## config.mk

```make
export PLATFORM = sky130hd
export DESIGN_NAME = tdm_mux8_tx
export DESIGN_NICKNAME = d
export VERILOG_FILES = /design/src/rtl/tdm_mux8_tx.sv
export SDC_FILE = /design/constraint.sdc
export NUM_CORES = 1
export LEC_CHECK = 0
export ABC_AREA = 0
export CORE_UTILIZATION = 25
export CTS_CLUSTER_DIAMETER = 60
export CTS_CLUSTER_SIZE = 28
export DETAILED_ROUTE_END_ITERATION = 8
export PLACE_DENSITY = 0.37
export SLEW_MARGIN = 30
export SYNTH_ARGS = -nofsm -noshare
export SYNTH_HDL_FRONTEND = slang
export SYNTH_SLANG_ARGS = --single-unit
```

## constraint.sdc

```tcl
create_clock -name CLOCK_50 -period 7.8 [get_ports CLOCK_50]
set_input_delay 0.78 -clock CLOCK_50 [delete_from_list [all_inputs] [get_ports CLOCK_50]]
set_output_delay 0.78 -clock CLOCK_50 [all_outputs]
set_load 0.03 [all_outputs]
```

## src/rtl/tdm_mux8_tx.sv

```systemverilog
// tdm_mux8_tx: eight-channel TDM transmitter. Captures SW[7:0] at frame start
// and sends one channel per slot on LEDR[0] with slot index, frame sync, busy
// and a 4-bit completed-frame counter. All LEDR bits come straight from flops.
module tdm_mux8_tx #(
    parameter int unsigned DIV = 25_000_000
) (
    input  logic       CLOCK_50,
    input  logic       KEY,
    input  logic [8:0] SW,
    output logic [9:0] LEDR
);

    localparam int unsigned CW = (DIV > 1) ? $clog2(DIV) : 1;
    localparam logic [CW-1:0] DIV_LAST = CW'(DIV - 1);

    typedef enum logic {
        S_IDLE,
        S_SEND
    } state_t;

    state_t        r_state;
    state_t        w_state_nxt;
    logic [7:0]    r_shadow;
    logic [7:0]    w_shadow_nxt;
    logic [2:0]    r_slot;
    logic [2:0]    w_slot_nxt;
    logic [CW-1:0] r_div;
    logic [CW-1:0] w_div_nxt;
    logic [3:0]    r_frame;
    logic [3:0]    w_frame_nxt;
    logic [9:0]    r_ledr;
    logic [9:0]    w_ledr_nxt;

    // State and datapath registers, cleared asynchronously by KEY.
    always_ff @(posedge CLOCK_50 or negedge KEY) begin
        if (!KEY) begin
            r_state  <= S_IDLE;
            r_shadow <= '0;
            r_slot   <= '0;
            r_div    <= '0;
            r_frame  <= '0;
        end else begin
            r_state  <= w_state_nxt;
            r_shadow <= w_shadow_nxt;
            r_slot   <= w_slot_nxt;
            r_div    <= w_div_nxt;
            r_frame  <= w_frame_nxt;
        end
    end

    // Next-state logic: start on enable, advance slots every DIV clocks,
    // re-arm or stop at the last clock of slot 7.
    always_comb begin
        w_state_nxt  = r_state;
        w_shadow_nxt = r_shadow;
        w_slot_nxt   = r_slot;
        w_div_nxt    = r_div;
        w_frame_nxt  = r_frame;
        case (r_state)
            S_IDLE: begin
                if (SW[8]) begin
                    w_state_nxt  = S_SEND;
                    w_shadow_nxt = SW[7:0];
                    w_slot_nxt   = '0;
                    w_div_nxt    = '0;
                end
            end
            S_SEND: begin
                if (r_div == DIV_LAST) begin
                    w_div_nxt = '0;
                    if (r_slot != 3'd7) begin
                        w_slot_nxt = r_slot + 3'd1;
                    end else begin
                        w_frame_nxt = r_frame + 4'd1;
                        w_slot_nxt  = '0;
                        if (SW[8]) begin
                            w_shadow_nxt = SW[7:0];
                        end else begin
                            w_state_nxt = S_IDLE;
                        end
                    end
                end else begin
                    w_div_nxt = r_div + 1'b1;
                end
            end
            default: begin
                w_state_nxt = S_IDLE;
            end
        endcase
    end

    // Output decode from next-state values so LEDR can be registered without
    // adding a clock of latency.
    always_comb begin
        w_ledr_nxt      = '0;
        w_ledr_nxt[9:6] = w_frame_nxt;
        if (w_state_nxt == S_SEND) begin
            w_ledr_nxt[0]   = w_shadow_nxt[w_slot_nxt];
            w_ledr_nxt[1]   = (w_slot_nxt == 3'd0);
            w_ledr_nxt[4:2] = w_slot_nxt;
            w_ledr_nxt[5]   = 1'b1;
        end
    end

    // Output register.
    always_ff @(posedge CLOCK_50 or negedge KEY) begin
        if (!KEY) begin
            r_ledr <= '0;
        end else begin
            r_ledr <= w_ledr_nxt;
        end
    end

    assign LEDR = r_ledr;

endmodule
```

== Yosys cells after proc, flatten, opt, wreduce, memory -nomap -nowiden ==
Cells that the tools add are included.
Word-level totals
  register bits after elaboration: 51
  bits in read-only memories: 0
  bits in latches: 0
  bits of input ports: 11
  word-level logic and storage cells: 36
  memories: 0
  bits in writable memories: 0
Operators by class
  divide/modulo/power cells: 0
  multiplexer cells: 21
  equal/unequal tests: 3
  bitwise gates (word level): 1
  shifts and indexed selects: 0
  reduce and logical (&&, ||, !) cells: 1
  multipliers: 0
  $lt $le $gt $ge: 1
  $add $sub $neg: 3
Operator list (number)
  two-way mux 25 bit: 2
  case mux 25 bit (2 select lines): 1
  adder 25 x 1 -> 25 bit (second input constant): 1
  == test 25 bit (second input constant): 1
  two-way mux 8 bit: 3
  case mux 8 bit (2 select lines): 1
  two-way mux 4 bit: 3
  two-way mux 3 bit: 3
  two-way mux 6 bit: 1
  case mux 3 bit (2 select lines): 1
  adder 4 x 1 -> 4 bit (second input constant): 1
  less-than comparator 3 x 4 -> 1 bit (second input constant): 1
  two-way mux 1 bit: 4
  adder 3 x 1 -> 3 bit (second input constant): 1
  binary-select mux 1 bit (select 3 bit): 1
  zero test 3 bit: 1
  inequality test 3 bit (second input constant): 1
  inequality test 2 bit (second input constant): 1
  case mux 1 bit (2 select lines): 1
  inverter 1 bit: 1

== Longest topological paths before layout ==
  depth in word-level cells: 7
  gate-level depth with buffers: 10
  mapped depth without buffers: 9

== Worst setup path before layout ==
No wires, ideal clock.
  path kind: flip-flop to flip-flop
  from: register r_div[7]
  to: register r_ledr[0] (netlist: LEDR[0])
  cell stages (with the launch flop): 11
  required time: 7.666 ns
  setup slack: 5.276 ns
  period minus slack after synthesis: 2.524 ns
  path buffers: 2
  arrival: 2.390 ns
  path through: dfrtp_1 > buf_6 > or4b_4 > nor4_4 > and2_1 > buf_6 > mux2_4 > a22oi_2 > inv_1 > o2111ai_1 > nand4_1
Between the ends
  longest elaborated chain between the ends: 6
Ends and longest elaborated chain
  start, declared: RTL line 27  | logic [CW-1:0] r_div;
  start signal, assigned: RTL line 46  | r_div <= w_div_nxt;
  == test 25 bit: RTL line 69  | if (r_div == DIV_LAST) begin
  two-way mux 3 bit: RTL line 69
  case mux 3 bit (2 select lines): RTL line 59  | case (r_state)
  named net w_slot_nxt[1]: RTL line 26  | logic [2:0] w_slot_nxt;
  binary-select mux 1 bit (select 3 bit): RTL line 98  | w_ledr_nxt[0] = w_shadow_nxt[w_slot_nxt];
  two-way mux 1 bit (implied by the code): RTL line 98
  two-way mux 6 bit: RTL line 97  | if (w_state_nxt == S_SEND) begin
  named net w_ledr_nxt[0]: RTL line 32  | logic [9:0] w_ledr_nxt;
  end signal, assigned: RTL line 110  | r_ledr <= w_ledr_nxt;
  end, declared: RTL line 31  | logic [9:0] r_ledr;
The timed path passes the listed nets, and every way through them passes these cells. The select of a mux whose other input is x is not followed.
A chain may end at the register's enable or synchronous reset.

== Worst setup path in the final report ==
Same ends and word-level chain as after synthesis.

==> impl_metrics.tcl <==
set metrics [dict create \
    clk_latency_ns 0.30 \
    setup_violations 0 \
    final_design_area_no_fill_um2 2850 \
    reg2reg_slack_ns 4.85 \
    routed_via_density 4.76 \
    timing.hold.worst.class "register to register" \
    dpl_cell_area_um2 2730 \
    regToRegEndpoint "LEDR[0]$_DFF_PN0_" \
    maxClockFrequency_mhz 339 \
    synth_top_flop_cell "dfrtp_1" \
    final-hold-violation-count 0 \
    routed-via-count 1875 \
    post_synth_most_frequent_cells "46 x dfrtp_1, 29 x nand2_1, 28 x o21ai_0" \
    finalCritPeriodShare 0.378 \
    fill_cells 1006 \
    synth_most_common_cell "dfrtp_1" \
    cp_data_required_time_ns 7.99 \
    run_status "complete, no violations" \
    detail_route.wirelength_mm 5.85 \
    cts_inserted_buffers 5 \
    synth.ff_latch_count 46 \
    post-synth-top-area-fraction 0.475 \
    critical_path.max_stage_delay_ns 0.53 \
    detailedRoute.firstPassIterationCount 4 \
    vdd_drop_max_uv 69.5 \
    avgRoutedWirePerCell_um 14.9 \
    report.power.total_mw 0.564 \
    setup_ws_ns 4.85 \
    overall_die_area_um2 10100 \
    mappedNetlistNets 263 \
    number_of_cells_in_the_finished_layout_apart_from_fillers 394 \
    synth-edff-count 0 \
    syn-cell-area_um2 2420 \
    yosys.area_share.simple 0.215 \
    ctsHoldBuffers 0 \
    max_cap_viol_count 0 \
    worst_hold_path.endpoint "r_div[24]$_DFFE_PN0P_" \
    detailed_place_hpwl_mm 3.95 \
    muxShareOfSynthArea 0.0609 \
    postSynth.asyncResetShare 1.00 \
    gp_congestion 0.685 \
    synth-xor-area-share 0.0253 \
    grt_max_degree 47 \
    io_buffers 20 \
    ctsResizeCount 0 \
    place.detailed.instances 386 \
    pre_cts_slack_ns 4.58 \
    all_layer_gr_usage 0.126 \
    layout_min_cycle_time_ns 2.95 \
    worst_r2r_path_depth 8 \
    grt_setup_unrepaired "false" \
    grt_pass1_wl_mm 9.92 \
    drive_gt1_frac 0.117 \
    layout.core_utilization 0.305 \
    worst_setup_hold_path_clk_slew_ns 0.10 \
    holdCritStartpoint "r_div[24]$_DFFE_PN0P_" \
    cts.path.max_buffers 2 \
    cts.sinks 46 \
    antenna_left 0 \
    path_cells "or4b_4 > nor4_4 > and2_1 > mux2_4 > a22oi_2 > inv_1 > o2111ai_1 > nand4_1" \
    chipHeight_um 100 \
    tritoncts_clock_tree "built" \
    fin_worst_hold_slack_ns 0.476 \
    power_density_nw_per_um2 198 \
    cp.buffers_inverters 1 \
    grt.overflow.total 0 \
    path_delay_family "simple AND/OR/NAND/NOR gates" \
    first_iter_violations 32 \
    post_cts_setup_buffers 0 \
    timing.slew.headroom 0.571 \
    h-tree-depth 2 \
    reg2reg_from "r_div[7]$_DFFE_PN0P_" \
    finish.net_count 279 \
    worst-slew-pin-transition_ns 0.639 \
    fp-row-count 35 \
    grt_antenna_before_repair 0 \
    yosys.cell_types.count 42 \
    timing.critical_path.depth 8 \
    whs_path_depth 1 \
    timing_max_transition_violations_final 0 \
    largest_family_of_logic_cells_by_synthesized_area "simple AND/OR/NAND/NOR gates" \
    worst_setup_path_end_kind "register" \
    cellLeakagePower_nw 1.14 \
    cell_with_the_largest_stage_delay_on_the_worst_path "or4b_4" \
    synth.yosys.seq_area_share 0.475 \
    path_class "register to register" \
    top_level_ports 21 \
    synth_compound_area_frac 0.168 \
    synthCells 248 \
    crit_path_start_kind "register" \
    synth-warning-count 0 \
    crit_path_max_fanout 9 \
    first_global_vias 1902 \
    synth_area_leaders "dfrtp_1 47%, o21ai_0 5.8%, mux2_2 4.6%" \
    clock-skew-final_ns 0.0108 \
    die_w_um 100 \
    synth_fa_ha_area_frac 0.0206 \
    antenna_cells 0 \
    area_growth_pct 17.3 \
    core_region_area_um2 9330 \
    tns_ns 0 \
    worst_ep_arrival_time_ns 3.14 \
    initial_core_utilization 0.260 \
    clock_tree.root_cell "clkbuf_8" \
    drcViolationCount 0 \
    post_synth.cell_area_avg_um2 9.78 \
    post-synth-top-area-cell "dfrtp_1" \
]
## cell usage in the layout (no fill, tap or decap), types with 2 or more instances in the layout
master	instances
dfrtp_1	46
a31oi_1	3
nand3_1	7
or2_2	3
mux2_2	10
nor4_1	3
a21o_1	4
clkdlybuf4s50_1	19
nor2_1	15
o2111ai_1	3
ha_1	4
or3_1	3
nand4_1	12
o31ai_1	9
a21oi_1	6
and3_1	7
nand2_1	28
clkbuf_8	5
mux2i_1	2
o41ai_1	2
a22o_1	3
inv_1	4
nor3_1	6
xnor2_1	5
buf_4	2
xor2_1	2
and2_1	5
o21ai_0	28
## state kept, by name (all words and copies together) (netlist names)
register / flops
r_slot: 3
r_div: 25
LEDR: 9
r_shadow: 8
r_frame: 1
## area by class of cell
class / count / area (µm²) / area share
tap: 129 / 161 / 0.0567
clock inverter: 2 / 37.5 / 0.0132
clock buffer: 6 / 72.6 / 0.0255
sequential: 46 / 1150 / 0.405
timing repair buffer: 22 / 210 / 0.0739
inverter: 4 / 15.0 / 0.00528
multi-input combinational: 185 / 1200 / 0.421
## power by group
part	switching [mW]	internal (mW)	total (mW)
Sequential	0.0375	0.269	0.307
Combinational	0.0364	0.0377	0.0741
Clock	0.0877	0.0958	0.184
Total	0.162	0.402	0.564
## routing by layer
layer	vias to the layer above	GRT usage	share of wire
li1	943	-	-
met4	0	0.0334	0.0077
met2	20	0.198	0.44
met3	4	0.0229	0.021
met5	-	0	0
met1	908	0.178	0.53
## worst max path at each step
stage | start | to | slack [ns]
floorplan | r_div[7]$_DFFE_PN0P_ | LEDR[0]$_DFF_PN0_ | 5.28
global placement | SW[8] | LEDR[0]$_DFF_PN0_ | 4.62
detailed placement | SW[8] | LEDR[0]$_DFF_PN0_ | 4.58
CTS | r_div[7]$_DFFE_PN0P_ | LEDR[0]$_DFF_PN0_ | 4.84
global route | r_div[7]$_DFFE_PN0P_ | LEDR[0]$_DFF_PN0_ | 4.70
finish | r_div[7]$_DFFE_PN0P_ | LEDR[0]$_DFF_PN0_ | 4.85
## cell families (layout without fill, tap and decap cells)
group | after synthesis | in the layout
buffers and inverters | 17 | 34
adders and majority gates | 4 | 4
AOI/OAI and AO/OA | 62 | 62
muxes | 13 | 13
and+or+nand+nor | 99 | 99
xor gates and xnor gates | 7 | 7
DFF | 46 | 46
(Power assumes the default switching activity.)
==> RTL change 1 (same flow settings) <==
Change the parameter `DIV` from 25_000_000 to 12_500_000.
--- a/src/rtl/tdm_mux8_tx.sv
+++ b/src/rtl/tdm_mux8_tx.sv
@@ -3,5 +3,5 @@
 // and a 4-bit completed-frame counter. All LEDR bits come straight from flops.
 module tdm_mux8_tx #(
-    parameter int unsigned DIV = 25_000_000
+    parameter int unsigned DIV = 12_500_000
 ) (
     input  logic       CLOCK_50,
Check against the original RTL: no difference found for any inputs over 10 cycles, from zero or initial values; that may be too few to reach the edited logic, so the function may still have changed.
==> RTL change 1 against the unedited design <==
  * Fmax is 11% higher
  * Design area shrank 2.5%
  * Synthesized cell count shrank 6.9%
  * Non-clock buffer count unchanged
  * Routed wire length shrank 4.7%
  * Sequential share of layout area grew 0.14 points
  * Worst setup slack better by 290 ps
  * Power grew 3.7%
  * Clock skew shrank 1.9 ps
  * Sequential cell count down 1
  * Die area fell by 3.0%
  * Critical path depth fell by 1
  * Area after synthesis down 3.1%
  * Critical path type is now in2reg
  * Critical endpoint unchanged
==> RTL change 1: results (changes against the unedited design) <==
metric;value;unit;change
status;complete, no violations;;
place_congestion;0.7067;;+3.2%
placed_area;2670;um2;-2.2%
routed_via_density;4.945;;+3.9%
worstReg2RegStart;r_div[6]$_DFFE_PN0P_;;
placed_cells;356;;-7.8%
wl_per_cell;15.37;um;+3.4%
synth_cell_types;41;;-2.4%
routed-wl-met3;74;um;-41%
syn-num-nets;246;;-6.5%
largest_reg_flops;24;;-4.0%
grt_util_all_layers;0.1257;;-0.0002998
crit_arrival;2870;ps;-270 ps
grt_pass1_wl;9846;um;-0.77%
num-fill-cells;960;;-4.6%
syn_area_per_cell;10.17;um2;+4.0%
wl_met1;2840;um;-8.9%
hold_path_class;in2async;;
drive_gt1_frac;0.1151;;-0.001902
peakVddDrop;0.07498;mV;+7.9%
r2r_slack;5310;ps;+460 ps
first_pass_iters;4;;unchanged
finalNetCount;267;;-4.3%
drtIter0Drc;87;;+170%
dp_hpwl;3717;um;-6.0%
crit_path_start;SW[8];;
p_leak;1.193;nW;+4.9%
antenna_found_initial;0;;unchanged
wl;5579;um;-4.7%
wl_met2;2613;um;+1.9%
synth_seq_area_share;0.4792;;+0.004517
cp_max_fo;27;;+18
dp_slack;4803;ps;+224.7 ps
grt_max_degree;46;;-2.1%
fmax;376.4;MHz;+11%
synth_warnings;0;;unchanged
-- RTL change 1: changes by cell type after synthesis, moves of 3 or more --
cell / delta
and3_1: +5
and4_1: +4
and4bb_2: +3
nand2_1: -9
nand3_1: +6
nand4_1: -7
nor3_1: -4
o2111ai_1: -3
o31ai_1: -5
or2_2: -3
xor2_1: +3
-- RTL change 1: cell families (layout without fill, tap and decap cells) --
logic type	after synthesis	count (layout)	synth area share
DFF	45	45	0.4792
AOI/OAI and AO/OA	52	52	0.1459
and+or+nand+nor	93	93	0.2300
muxes	13	13	0.06017
adders and majority gates	4	4	0.02130
buffers and inverters	13	34	0.02237
xor gates and xnor gates	11	11	0.04100
-- RTL change 1: worst min path at each step --
stage	slack (ps)	cells after the start	end
2_1_floorplan	460	1	r_div[21]$_DFFE_PN0P_
3_3_place_gp	470	1	r_frame[3]$_DFFE_PN0P_
3_5_place_dp	470	1	r_frame[3]$_DFFE_PN0P_
4_1_cts	480	1	r_frame[3]$_DFFE_PN0P_
5_1_grt	500	1	r_frame[3]$_DFFE_PN0P_
6_report	480	1	r_frame[3]$_DFFE_PN0P_
-- RTL change 1: cell type report --
class,instances,area (um2),share of cell area
clock buffers,5,68.82,0.02481
well taps,111,138.9,0.05007
repair buffers,22,212.7,0.07668
multi-input cells,173,1174,0.4231
inverters,5,18.77,0.006766
flip-flops and latches,45,1126,0.4060
clock inverters,2,35.03,0.01263
-- RTL change 1: power breakdown --
part / switching, mW / internal (mW) / total [mW] / leakage, nW
logic: 0.0431 / 0.0495 / 0.0925 / 0.579
clock network: 0.0824 / 0.0933 / 0.176 / 0.0540
registers: 0.0469 / 0.270 / 0.317 / 0.560
-- RTL change 1: metal layers --
metal  vias up  global-route usage
li1        885                   -
met1       895              0.1727
met2        10              0.2028
met3         5             0.02340
met4         0             0.03330
met5         -                   0
